[src/rtl/fifo_pkg.sv]
// Shared types and helpers for the flagged synchronous FIFO.
// The count typedef is sized for the default ADDR_WIDTH; parametrised users size locally.
package fifo_pkg;

    localparam int unsigned FIFO_DEF_ADDR_WIDTH = 5;

    typedef logic [FIFO_DEF_ADDR_WIDTH:0] fifo_count_t;

    function automatic int unsigned fifo_depth(input int unsigned addr_width);
        return 32'd1 << addr_width;
    endfunction

    // Occupancy from extended pointers: difference taken modulo 2**(addr_width+1).
    function automatic int unsigned ptr_count(input int unsigned wr_ptr,
                                              input int unsigned rd_ptr,
                                              input int unsigned addr_width);
        int unsigned mask;
        mask = (32'd1 << (addr_width + 1)) - 32'd1;
        return (wr_ptr - rd_ptr) & mask;
    endfunction

endpackage

[src/rtl/fifo_ptr_ctrl.sv]
// Pointer, occupancy and flag control for sync_fifo_flags.
// Flags and count decode only from registered pointers and sticky error registers.
module fifo_ptr_ctrl
    import fifo_pkg::*;
#(
    parameter int unsigned ADDR_WIDTH   = 5,
    parameter int unsigned AFULL_LEVEL  = 28,
    parameter int unsigned AEMPTY_LEVEL = 4
) (
    input  logic                  clk,
    input  logic                  reset,
    input  logic                  flush,
    input  logic                  wr_en,
    input  logic                  rd_en,
    output logic                  wr_acc,
    output logic                  rd_acc,
    output logic [ADDR_WIDTH-1:0] wr_addr,
    output logic [ADDR_WIDTH-1:0] rd_addr,
    output logic                  full,
    output logic                  empty,
    output logic                  almost_full,
    output logic                  almost_empty,
    output logic [ADDR_WIDTH:0]   count,
    output logic                  overflow,
    output logic                  underflow
);

    localparam int unsigned CW = ADDR_WIDTH + 1;
    localparam logic [ADDR_WIDTH:0] PTR_ONE = {{ADDR_WIDTH{1'b0}}, 1'b1};

    logic [ADDR_WIDTH:0] wr_ptr;
    logic [ADDR_WIDTH:0] rd_ptr;

    assign full  = (wr_ptr[ADDR_WIDTH] != rd_ptr[ADDR_WIDTH]) &&
                   (wr_ptr[ADDR_WIDTH-1:0] == rd_ptr[ADDR_WIDTH-1:0]);
    assign empty = (wr_ptr == rd_ptr);
    assign count = CW'(ptr_count(32'(wr_ptr), 32'(rd_ptr), ADDR_WIDTH));

    assign almost_full  = (32'(count) >= AFULL_LEVEL);
    assign almost_empty = (32'(count) <= AEMPTY_LEVEL);

    assign wr_acc  = wr_en && !full && !flush;
    assign rd_acc  = rd_en && !empty && !flush;
    assign wr_addr = wr_ptr[ADDR_WIDTH-1:0];
    assign rd_addr = rd_ptr[ADDR_WIDTH-1:0];

    always_ff @(posedge clk or posedge reset) begin
        if (reset) begin
            wr_ptr    <= '0;
            rd_ptr    <= '0;
            overflow  <= 1'b0;
            underflow <= 1'b0;
        end else if (flush) begin
            wr_ptr    <= '0;
            rd_ptr    <= '0;
            overflow  <= 1'b0;
            underflow <= 1'b0;
        end else begin
            if (wr_acc) wr_ptr <= wr_ptr + PTR_ONE;
            if (rd_acc) rd_ptr <= rd_ptr + PTR_ONE;
            if (wr_en && full)  overflow  <= 1'b1;
            if (rd_en && empty) underflow <= 1'b1;
        end
    end

endmodule

[src/rtl/sync_fifo_flags.sv]
// Single-clock FIFO with count, almost flags, sticky errors and flush.
// Define FIFO_FWFT_EN for first-word fall-through data_out; default is 1-cycle registered read.
module sync_fifo_flags
    import fifo_pkg::*;
#(
    parameter  int unsigned ADDR_WIDTH   = 5,
    parameter  int unsigned DATA_WIDTH   = 32,
    localparam int unsigned DEPTH        = fifo_depth(ADDR_WIDTH),
    parameter  int unsigned AFULL_LEVEL  = DEPTH - 4,
    parameter  int unsigned AEMPTY_LEVEL = 4
) (
    input  logic                  clk,
    input  logic                  reset,
    input  logic                  flush,
    input  logic                  Wr_enable,
    input  logic [DATA_WIDTH-1:0] data_in,
    input  logic                  Read_enable,
    output logic [DATA_WIDTH-1:0] data_out,
    output logic                  full,
    output logic                  empty,
    output logic                  almost_full,
    output logic                  almost_empty,
    output logic [ADDR_WIDTH:0]   count,
    output logic                  overflow,
    output logic                  underflow
);

    if (!(AEMPTY_LEVEL > 0 && AEMPTY_LEVEL < AFULL_LEVEL && AFULL_LEVEL < DEPTH)) begin : g_bad_levels
        $error("sync_fifo_flags: need 0 < AEMPTY_LEVEL < AFULL_LEVEL < DEPTH");
    end

    logic                  wr_acc;
    logic                  rd_acc;
    logic [ADDR_WIDTH-1:0] wr_addr;
    logic [ADDR_WIDTH-1:0] rd_addr;
    logic [DATA_WIDTH-1:0] mem [DEPTH];

    fifo_ptr_ctrl #(
        .ADDR_WIDTH   (ADDR_WIDTH),
        .AFULL_LEVEL  (AFULL_LEVEL),
        .AEMPTY_LEVEL (AEMPTY_LEVEL)
    ) u_ctrl (
        .clk          (clk),
        .reset        (reset),
        .flush        (flush),
        .wr_en        (Wr_enable),
        .rd_en        (Read_enable),
        .wr_acc       (wr_acc),
        .rd_acc       (rd_acc),
        .wr_addr      (wr_addr),
        .rd_addr      (rd_addr),
        .full         (full),
        .empty        (empty),
        .almost_full  (almost_full),
        .almost_empty (almost_empty),
        .count        (count),
        .overflow     (overflow),
        .underflow    (underflow)
    );

    // Storage is intentionally not reset.
    always_ff @(posedge clk) begin
        if (wr_acc) mem[wr_addr] <= data_in;
    end

`ifdef FIFO_FWFT_EN
    assign data_out = empty ? '0 : mem[rd_addr];
`else
    always_ff @(posedge clk or posedge reset) begin
        if (reset) begin
            data_out <= '0;
        end else if (flush) begin
            data_out <= '0;
        end else if (rd_acc) begin
            data_out <= mem[rd_addr];
        end
    end
`endif

endmodule

[config.mk]
export PLATFORM = sky130hd
export DESIGN_NAME = sync_fifo_flags
export DESIGN_NICKNAME = d
export VERILOG_FILES = /design/src/rtl/fifo_pkg.sv /design/src/rtl/fifo_ptr_ctrl.sv /design/src/rtl/sync_fifo_flags.sv
export SDC_FILE = /design/constraint.sdc
export NUM_CORES = 1
export LEC_CHECK = 0
export BUFFER_PORTS_ARGS = -buffer_cell sky130_fd_sc_hd__buf_2
export CELL_PAD_IN_SITES_DETAIL_PLACEMENT = 1
export CELL_PAD_IN_SITES_GLOBAL_PLACEMENT = 2
export CORE_MARGIN = 2
export CORE_UTILIZATION = 46
export DETAILED_ROUTE_END_ITERATION = 7
export GPL_ROUTABILITY_DRIVEN = 0
export MAX_ROUTING_LAYER = met4
export PLACE_DENSITY_LB_ADDON = 0.1
export SLEW_MARGIN = 20
export SYNTH_ARGS = -nofsm -noshare
export SYNTH_HDL_FRONTEND = slang
export SYNTH_SLANG_ARGS = --single-unit
[constraint.sdc]
create_clock -name clk -period 9.1 [get_ports clk]
set_input_delay 0 -clock clk [delete_from_list [all_inputs] [get_ports clk]]
set_output_delay 0 -clock clk [all_outputs]
set_load 0.005 [all_outputs]
==> run_results.csv, run 1 <==
group,metric,value,unit
power,p_leak,0.0153,uW
floorplan,core_area,88600,um^2
status,run_status,"finished, final reports clean",
timing,period_share,0.505,
drt,drtIter0Drc,2300,
setup_path,crit_family,"simple AND/OR/NAND/NOR gates",
drt,drc_errors,0,
timing,skew,0.0261,ns
setup_path,cpPeakStageDelay,1.04,ns
synth,syn-instance-count,2031,
power,pwr_density_cell,243,nW/um^2
floorplan,die_h,304,um
placed_design,dpl_worst_slack,4.40,ns
clocking,cts_setup_buffers,0,
clocking,htree_num_levels,3,
setup_path,worst_path_max_delay_cell,"nor2_4",
cells_and_area,stdcell_area,47700,um^2
timing,fin_crit,4.60,ns
global_route,grt_pass1_vias,21200,
cells_and_area,drive_gt1_frac,0.221,
power,switching_share,0.233,
clocking,cts_buffer_depth,3,
timing,max_freq,218,MHz
synth,synth_edf_count,1024,
setup_path,cp.required,9.39,ns
setup_path,end_kind,"flop",
cells_and_area,area_growth,15.5,%
synth,syn_nets,2079,
cells_and_area,nNetsFinal,2237,
floorplan,die_w,304,um
global_route,gr-total-overflow,0,
power,combPwrFrac,0.109,
timing,setup_slack,4.50,ns
floorplan,initial_core_util,0.466,
timing,maxSlewHeadroom,0.240,
floorplan,pin_count,81,
setup_path,critPathMaxFanout,32,
timing,setup_tns,0,ns
synth,netlist_area,41300,um^2
setup_path,crit_type,"flop to flop",
synth,synth-warning-count,0,
timing,final-setup-viol-count,0,
synth,ys_ff_latch,1070,
floorplan,placementRows,109,
setup_path,worstPathCellList,"clkinv_2 > ha_1 > and4_1 > and3_1 > nand2b_1 > nor2_1 > nand2_1 > nor2_4",
timing,drv_slew,0,
setup_path,start_kind,"flop",
worst_hold_path,min_path_type,"input port to flop",
synth,ys_seq_area_frac,0.772,
timing,rsz0062_at_grt,"no",
clocking,cts.sinks,1070,
drt,first_pass_iters,5,
setup_path,crit_buf_inv,1,
clocking,cts_buffers,109,
drt,routedWlPerCell,32.2,um
synth,async_flop_share,0.0430,
drt,vias,20900,
cells_and_area,layout.cells.most_common,"edfxtp_1",
power,total_power,11600,uW
cells_and_area,fin_util,0.538,
timing,worst_pin_slew,1.14,ns
synth,syn_area_per_cell,20.3,um^2
timing,final-hold-violation-count,0,
clocking,clkTransAtPathRegs,0.06,ns
setup_path,crit_arrival,4.89,ns
global_route,grt_max_degree,111,
drt,ant_nets,0,
placed_design,placed_cell_area,43200,um^2
power,power_frac_clock,0.415,
run,cap_viol_max_count,0,
power,power_switching,2700,uW
power,ir_worst_vdd,0.000172,V
clocking,insertion_delay,0.69,ns
global_route,grt_pass1_wl,160000,um
power,internal_power,8890,uW
synth,synth_flop_cell,"edfxtp_1",
drt,via_per_inst,6.06,
synth,yosysUniqueCellTypes,49,
placed_design,dpl.hpwl,66600,um
power,sequentialPowerShare,0.476,
cells_and_area,mostFrequentLayoutCells,"1024 x edfxtp_1, 229 x mux2i_1, 149 x mux4_2",
clocking,root_buffer,"clkbuf_16",
clocking,cts_tree,"built",
global_route,antenna_found_initial,8,
drt,totalWireLength,111000,um
placed_design,port_buffers,80,
floorplan,die_area,92200,um^2
global_route,grtUsageTotal,0.250,
## area by class of cell
class / instances / area, um^2
Inverter: 11 / 42.5
Multi-Input combinational cell: 833 / 8930
Fill cell: 7782 / 41000
Clock buffer: 128 / 2860
Clock inverter: 79 / 1030
Tap cell: 1165 / 1460
Sequential cell: 1070 / 31900
Timing Repair Buffer: 164 / 1440
Antenna cell: 3 / 7.51
## power groups by stage
stage          registers [uW]  logic, uW  clock network (uW)
2_1_floorplan            5560        911                   0
3_3_place_gp             5620       1250                   0
3_5_place_dp             5620       1270                   0
4_1_cts                  5520       1290                4900
5_1_grt                  5520       1360                5080
6_report                 5520       1270                4810
## sequential cells by signal (all words and copies together), names as in the netlist
| name | flops |
|---|---|
| u_ctrl.underflow | 1 |
| mem | 1024 |
| data_out | 32 |
| u_ctrl.rd_ptr | 6 |
| u_ctrl.wr_ptr | 6 |
| u_ctrl.overflow | 1 |
## layer usage
| layer | global-route usage | vias to the layer above | part of all wire |
|---|---|---|---|
| li1 | - | 8763 | - |
| met1 | 0.378 | 11300 | 0.46 |
| met2 | 0.369 | 739 | 0.46 |
| met3 | 0.0339 | 108 | 0.067 |
| met4 | 0.0484 | 0 | 0.013 |
| met5 | - | - | 0 |
## cell usage after synthesis, drive strengths merged (6+ instances only)
cell type,count,area share
edfxtp,1024,0.74
mux2i,229,0.056
mux4,158,0.087
a21oi,101,0.012
nor2,64,0.0059
buf,62,0.012
clkbuf,55,0.0050
o21ai,54,0.0065
o221ai,47,0.010
dfrtp,46,0.028
nand2,36,0.0033
a221oi,33,0.0070
a22o,25,0.0053
a22oi,17,0.0031
ha,10,0.0030
inv,10,0.00091
a2111oi,8,0.0017
xnor2,8,0.0017
a21o,7,0.0013
nand3,6,0.00073
## per-stage QoR
| stage | std cells | hold WS, ns |
|---|---|---|
| 6_report | 3453 | 0.0539 |
| 2_1_floorplan | 2031 | 0.0989 |
| 4_1_cts | 3442 | 0.00920 |
| 5_1_grt | 3450 | 0.0390 |
| 3_3_place_gp | 3186 | 0.298 |
| 3_5_place_dp | 3199 | 0.305 |
## timing repair
action,4_1_cts,5_1_grt
gates resized for setup,0,0
hold endpoints to repair,952,0
hold buffers,36,0
## cell families (layout without fill, tap and decap cells)
group	Yosys count	after routing	synth area share
fa+ha+maj	11	11	0.00351
xor+xnor	10	10	0.00212
mux	387	387	0.142
flops	1070	1070	0.772
other cells	0	3	0
buf+inv	128	382	0.0180
compound gates	299	299	0.0484
simple gates	126	126	0.0130
## worst paths after layout
path                                              start                           end  slack [ns]  depth (start not counted)
max in group asynchronous                         reset  u_ctrl.rd_ptr[0]$_DFFE_PP0P_        8.30                          4
max                        u_ctrl.rd_ptr[2]$_DFFE_PP0P_         mem[29][19]$_DFFE_PP_        4.50                          8
min                                          data_in[7]          mem[27][7]$_DFFE_PP_        0.05                          1
min in group asynchronous                         reset  u_ctrl.underflow$_DFFE_PP0P_        0.11                          4
max reg2reg                u_ctrl.rd_ptr[2]$_DFFE_PP0P_         mem[29][19]$_DFFE_PP_        4.50                          8
min reg2reg                    data_out[31]$_DFFE_PP0P_      data_out[31]$_DFFE_PP0P_        0.48                          1
## worst reg2reg max path, stage by stage, from the launching register on
cell      delay (ns)
dfrtp_2         0.37
clkinv_2        0.58
ha_1            0.62
and4_1          0.22
and3_1          0.22
nand2b_1        0.29
nor2_1          0.25
nand2_1         0.59
nor2_4          1.05
Power figures use the tool's default switching activity.
==> inputs of run 2 (changes only) <==
--- a/config.mk
+++ b/config.mk
@@ -5,11 +5,12 @@
 export SDC_FILE = /design/constraint.sdc
 export NUM_CORES = 1
 export LEC_CHECK = 0
+export ABC_AREA = 1
 export BUFFER_PORTS_ARGS = -buffer_cell sky130_fd_sc_hd__buf_2
 export CELL_PAD_IN_SITES_DETAIL_PLACEMENT = 1
 export CELL_PAD_IN_SITES_GLOBAL_PLACEMENT = 2
 export CORE_MARGIN = 2
-export CORE_UTILIZATION = 46
+export CORE_UTILIZATION = 39
 export DETAILED_ROUTE_END_ITERATION = 7
 export GPL_ROUTABILITY_DRIVEN = 0
 export MAX_ROUTING_LAYER = met4
==> constraint.sdc (replaced) <==
create_clock -name clk -period 4.1 [get_ports clk]
set_input_delay 0 -clock clk [delete_from_list [all_inputs] [get_ports clk]]
set_output_delay 0 -clock clk [all_outputs]
set_load 0.005 [all_outputs]
==> run 2 against run 1 <==
Combinational power rose by 130%; hold slack improved by 0.16 ns; power rose by 120%; final area rose by 6.5%; sequential cell count did not move; sequential share of layout area fell by 4.1 points; clock power rose by 110%; worst setup slack got worse by 3.7 ns; critical path depth rose by 3; final cell count rose by 65%; highest routed layer unchanged.
==> run_results.csv, run 2 <==
group,metric,value,unit
status,run_status,"finished, final reports clean",
floorplan,core_area,112000,um^2
setup_path,crit_type,"flop to flop",
timing,skew,0.0235,ns
timing,final-setup-viol-count,0,
synth,synth_top_area_frac,0.697,
synth,yosysUniqueCellTypes,29,
clocking,cts_resized,0,
drt,totalWireLength,139000,um
synth,synth-warning-count,0,
floorplan,die_w,340,um
placed_design,dpl.hpwl,73400,um
clocking,cts_buffers,116,
worst_hold_path,hold_end,"u_ctrl.rd_ptr[5]$_DFFE_PP0P_",
power,p_leak,0.0193,uW
timing,worst_pin_slew,1.01,ns
worst_hold_path,hold_start,"flush",
synth,yosysMostFrequentCell,"nand2_1",
synth,ys_ff_latch,1070,
cells_and_area,largest-register,"mem",
drt,routedWlPerCell,24.5,um
synth,synth.area.top_cells,"edfxtp_1 70%, nand2_1 11%, nand3_1 5.2%, nor2_1 3.9%, dfrtp_1 2.6%",
power,pwr_density_cell,499,nW/um^2
setup_path,critPathMaxFanout,28,
timing,rsz0062_at_grt,"no",
worst_hold_path,min_path_type,"input port to flop",
synth,async_flop_share,0.0430,
clocking,htree_num_levels,3,
setup_path,regToRegStartpoint,"u_ctrl.rd_ptr[1]$_DFFE_PP0P_",
global_route,grt_pass1_vias,30300,
drt,vias,29500,
power,total_power,25400,uW
floorplan,die_area,116000,um^2
timing,period_share,0.803,
clocking,root_buffer,"clkbuf_16",
global_route,grtUsageTotal,0.249,
power,ir_worst_vdd,0.000345,V
synth,synth_commonest_cells,"1297 x nand2_1, 1024 x edfxtp_1, 458 x nand3_1",
worst_hold_path,min_path_cells,3,
timing,setup_tns,0,ns
timing,final-hold-violation-count,0,
setup_path,cp.required,4.51,ns
cells_and_area,area_growth,15.2,%
clocking,cts_tree,"built",
synth,syn_nets,4030,
setup_path,start_kind,"flop",
setup_path,ff2ff_setup_slack,0.81,ns
timing,holdWs,0.217,ns
cells_and_area,reg_top3,"mem: 1024 flops, data_out: 32 flops",
synth,ys_seq_area_frac,0.723,
synth,syn_area_per_cell,11.1,um^2
clocking,insertion_delay,0.72,ns
global_route,grt_max_degree,188,
floorplan,pin_count,81,
clocking,clkTransAtPathRegs,0.07,ns
timing,max_freq,304,MHz
floorplan,die_h,340,um
synth,synth_top_area_cell,"edfxtp_1",
cells_and_area,largest_reg_flops,1024,
synth,netlist_area,44100,um^2
floorplan,initial_core_util,0.393,
global_route,gr-total-overflow,0,
floorplan,placementRows,123,
global_route,grt_pass1_wl,205000,um
synth,synth_edf_count,1024,
setup_path,crit_arrival,3.71,ns
cells_and_area,mostFrequentLayoutCells,"1296 x nand2_1, 1024 x edfxtp_1, 458 x nand3_1",
clocking,cts_buffer_depth,3,
drt,ant_nets,0,
run,cap_viol_max_count,0,
drt,via_per_inst,5.18,
cells_and_area,nNetsFinal,4137,
synth,synth_flop_cell,"edfxtp_1",
global_route,antenna_found_initial,4,
synth,syn-instance-count,3982,
cells_and_area,layout.cells.most_common,"nand2_1",
timing,fin_crit,3.29,ns
drt,drtIter0Drc,2186,
timing,drv_slew,0,
placed_design,port_buffers,80,
setup_path,end_kind,"flop",
clocking,cts_setup_buffers,0,
cells_and_area,drive_gt1_frac,0.0933,
setup_path,r2r_end,"mem[30][1]$_DFFE_PP_",
drt,first_pass_iters,5,
setup_path,r2r_cells,11,
drt,drc_errors,0,
timing,maxSlewHeadroom,0.330,
clocking,cts.sinks,1070,
==> run 2: cell types whose count changed after synthesis, moves of 17 or more <==
cell | before | now
mux4_2 | 149 | 0
o221ai_1 | 47 | 0
buf_2 | 22 | 113
nor2_1 | 63 | 457
a22o_1 | 25 | 0
a22oi_1 | 17 | 0
a21oi_1 | 101 | 72
nand3_1 | 6 | 458
nand2_1 | 36 | 1297
o21ai_0 | 54 | 164
inv_1 | 9 | 210
mux2i_1 | 229 | 0
a221oi_1 | 33 | 0
==> run 2: kinds of logic after synthesis <==
group / count (synthesis) / share of synthesized area
and+or+nand+nor: 2222 / 0.203
xor gates and xnor gates: 6 / 0.00119
AOI/OAI and AO/OA: 239 / 0.0272
DFF: 1070 / 0.723
buffers and inverters: 434 / 0.0423
adders and majority gates: 11 / 0.00329
==> run 2: timing repair <==
| action | 4_1_cts | 5_1_grt |
|---|---|---|
| hold buffers | 39 | 0 |
| endpoints found under the hold margin | 1079 | 0 |
| setup endpoints to repair | 0 | 0 |
==> run 2: power by group <==
group	internal (uW)	total [uW]	leakage (uW)	switching, uW
combinational	788	2930	0.00760	2140
clock	5900	10300	0.00183	4400
sequential	12100	12100	0.00983	76.4
==> run 2: worst max-delay path, cell delays in order, from the launching register on <==
cell and delay [ns]:
dfrtp_4 0.52, inv_8 0.20, ha_1 0.27, nand2_1 0.12, nor3_2 0.06, nand2_1 0.07, nand2_1 0.18, nor2_1 0.33
nand2_1 0.13, buf_4 0.23, nor2_4 0.59, buf_4 0.29
==> run 2: stage by stage <==
stage | util | setup WS [ns] | cells | instance area, um^2
after floorplan | - | 0.139 | 3982 | 44100
after global placement | 0.415 | 0.825 | 5432 | 46700
after detailed placement | 0.415 | 0.802 | 5432 | 46700
after CTS | 0.452 | 0.764 | 5690 | 50800
after global routing | 0.452 | 0.547 | 5693 | 50800
final | 0.452 | 0.806 | 5693 | 50800
==> run 2: worst max path at each step <==
stage / endpoint / slack, ns / depth (start not counted) / start
floorplan: mem[0][0]$_DFFE_PP_ / 0.14 / 11 / u_ctrl.rd_ptr[3]$_DFFE_PP0P_
global placement: mem[30][2]$_DFFE_PP_ / 0.83 / 11 / u_ctrl.rd_ptr[1]$_DFFE_PP0P_
detailed placement: mem[30][31]$_DFFE_PP_ / 0.80 / 11 / u_ctrl.rd_ptr[1]$_DFFE_PP0P_
global route: mem[30][2]$_DFFE_PP_ / 0.55 / 11 / u_ctrl.rd_ptr[1]$_DFFE_PP0P_
CTS: mem[30][1]$_DFFE_PP_ / 0.76 / 11 / u_ctrl.rd_ptr[1]$_DFFE_PP0P_
finish: mem[30][1]$_DFFE_PP_ / 0.81 / 11 / u_ctrl.rd_ptr[1]$_DFFE_PP0P_
==> run 2: cell type report <==
cell class              instances  area [um^2]
multi-input cells            2478        10600
flip-flops and latches       1070        31900
fillers                     12000        61500
repair buffers                208         1850
clock inverters                65          493
inverters                     215          837
diodes                          3         7.51
clock buffers                 154         3240
well taps                    1500         1880
==> run 2: per-layer routing <==
metal,track usage,up-vias,routed length (um),part of all wire
li1,-,13600,-,-
met1,0.330,15200,64100,0.46
met2,0.405,493,66900,0.48
met3,0.0322,199,4810,0.034
met4,0.0669,0,3600,0.026
met5,-,-,0,0
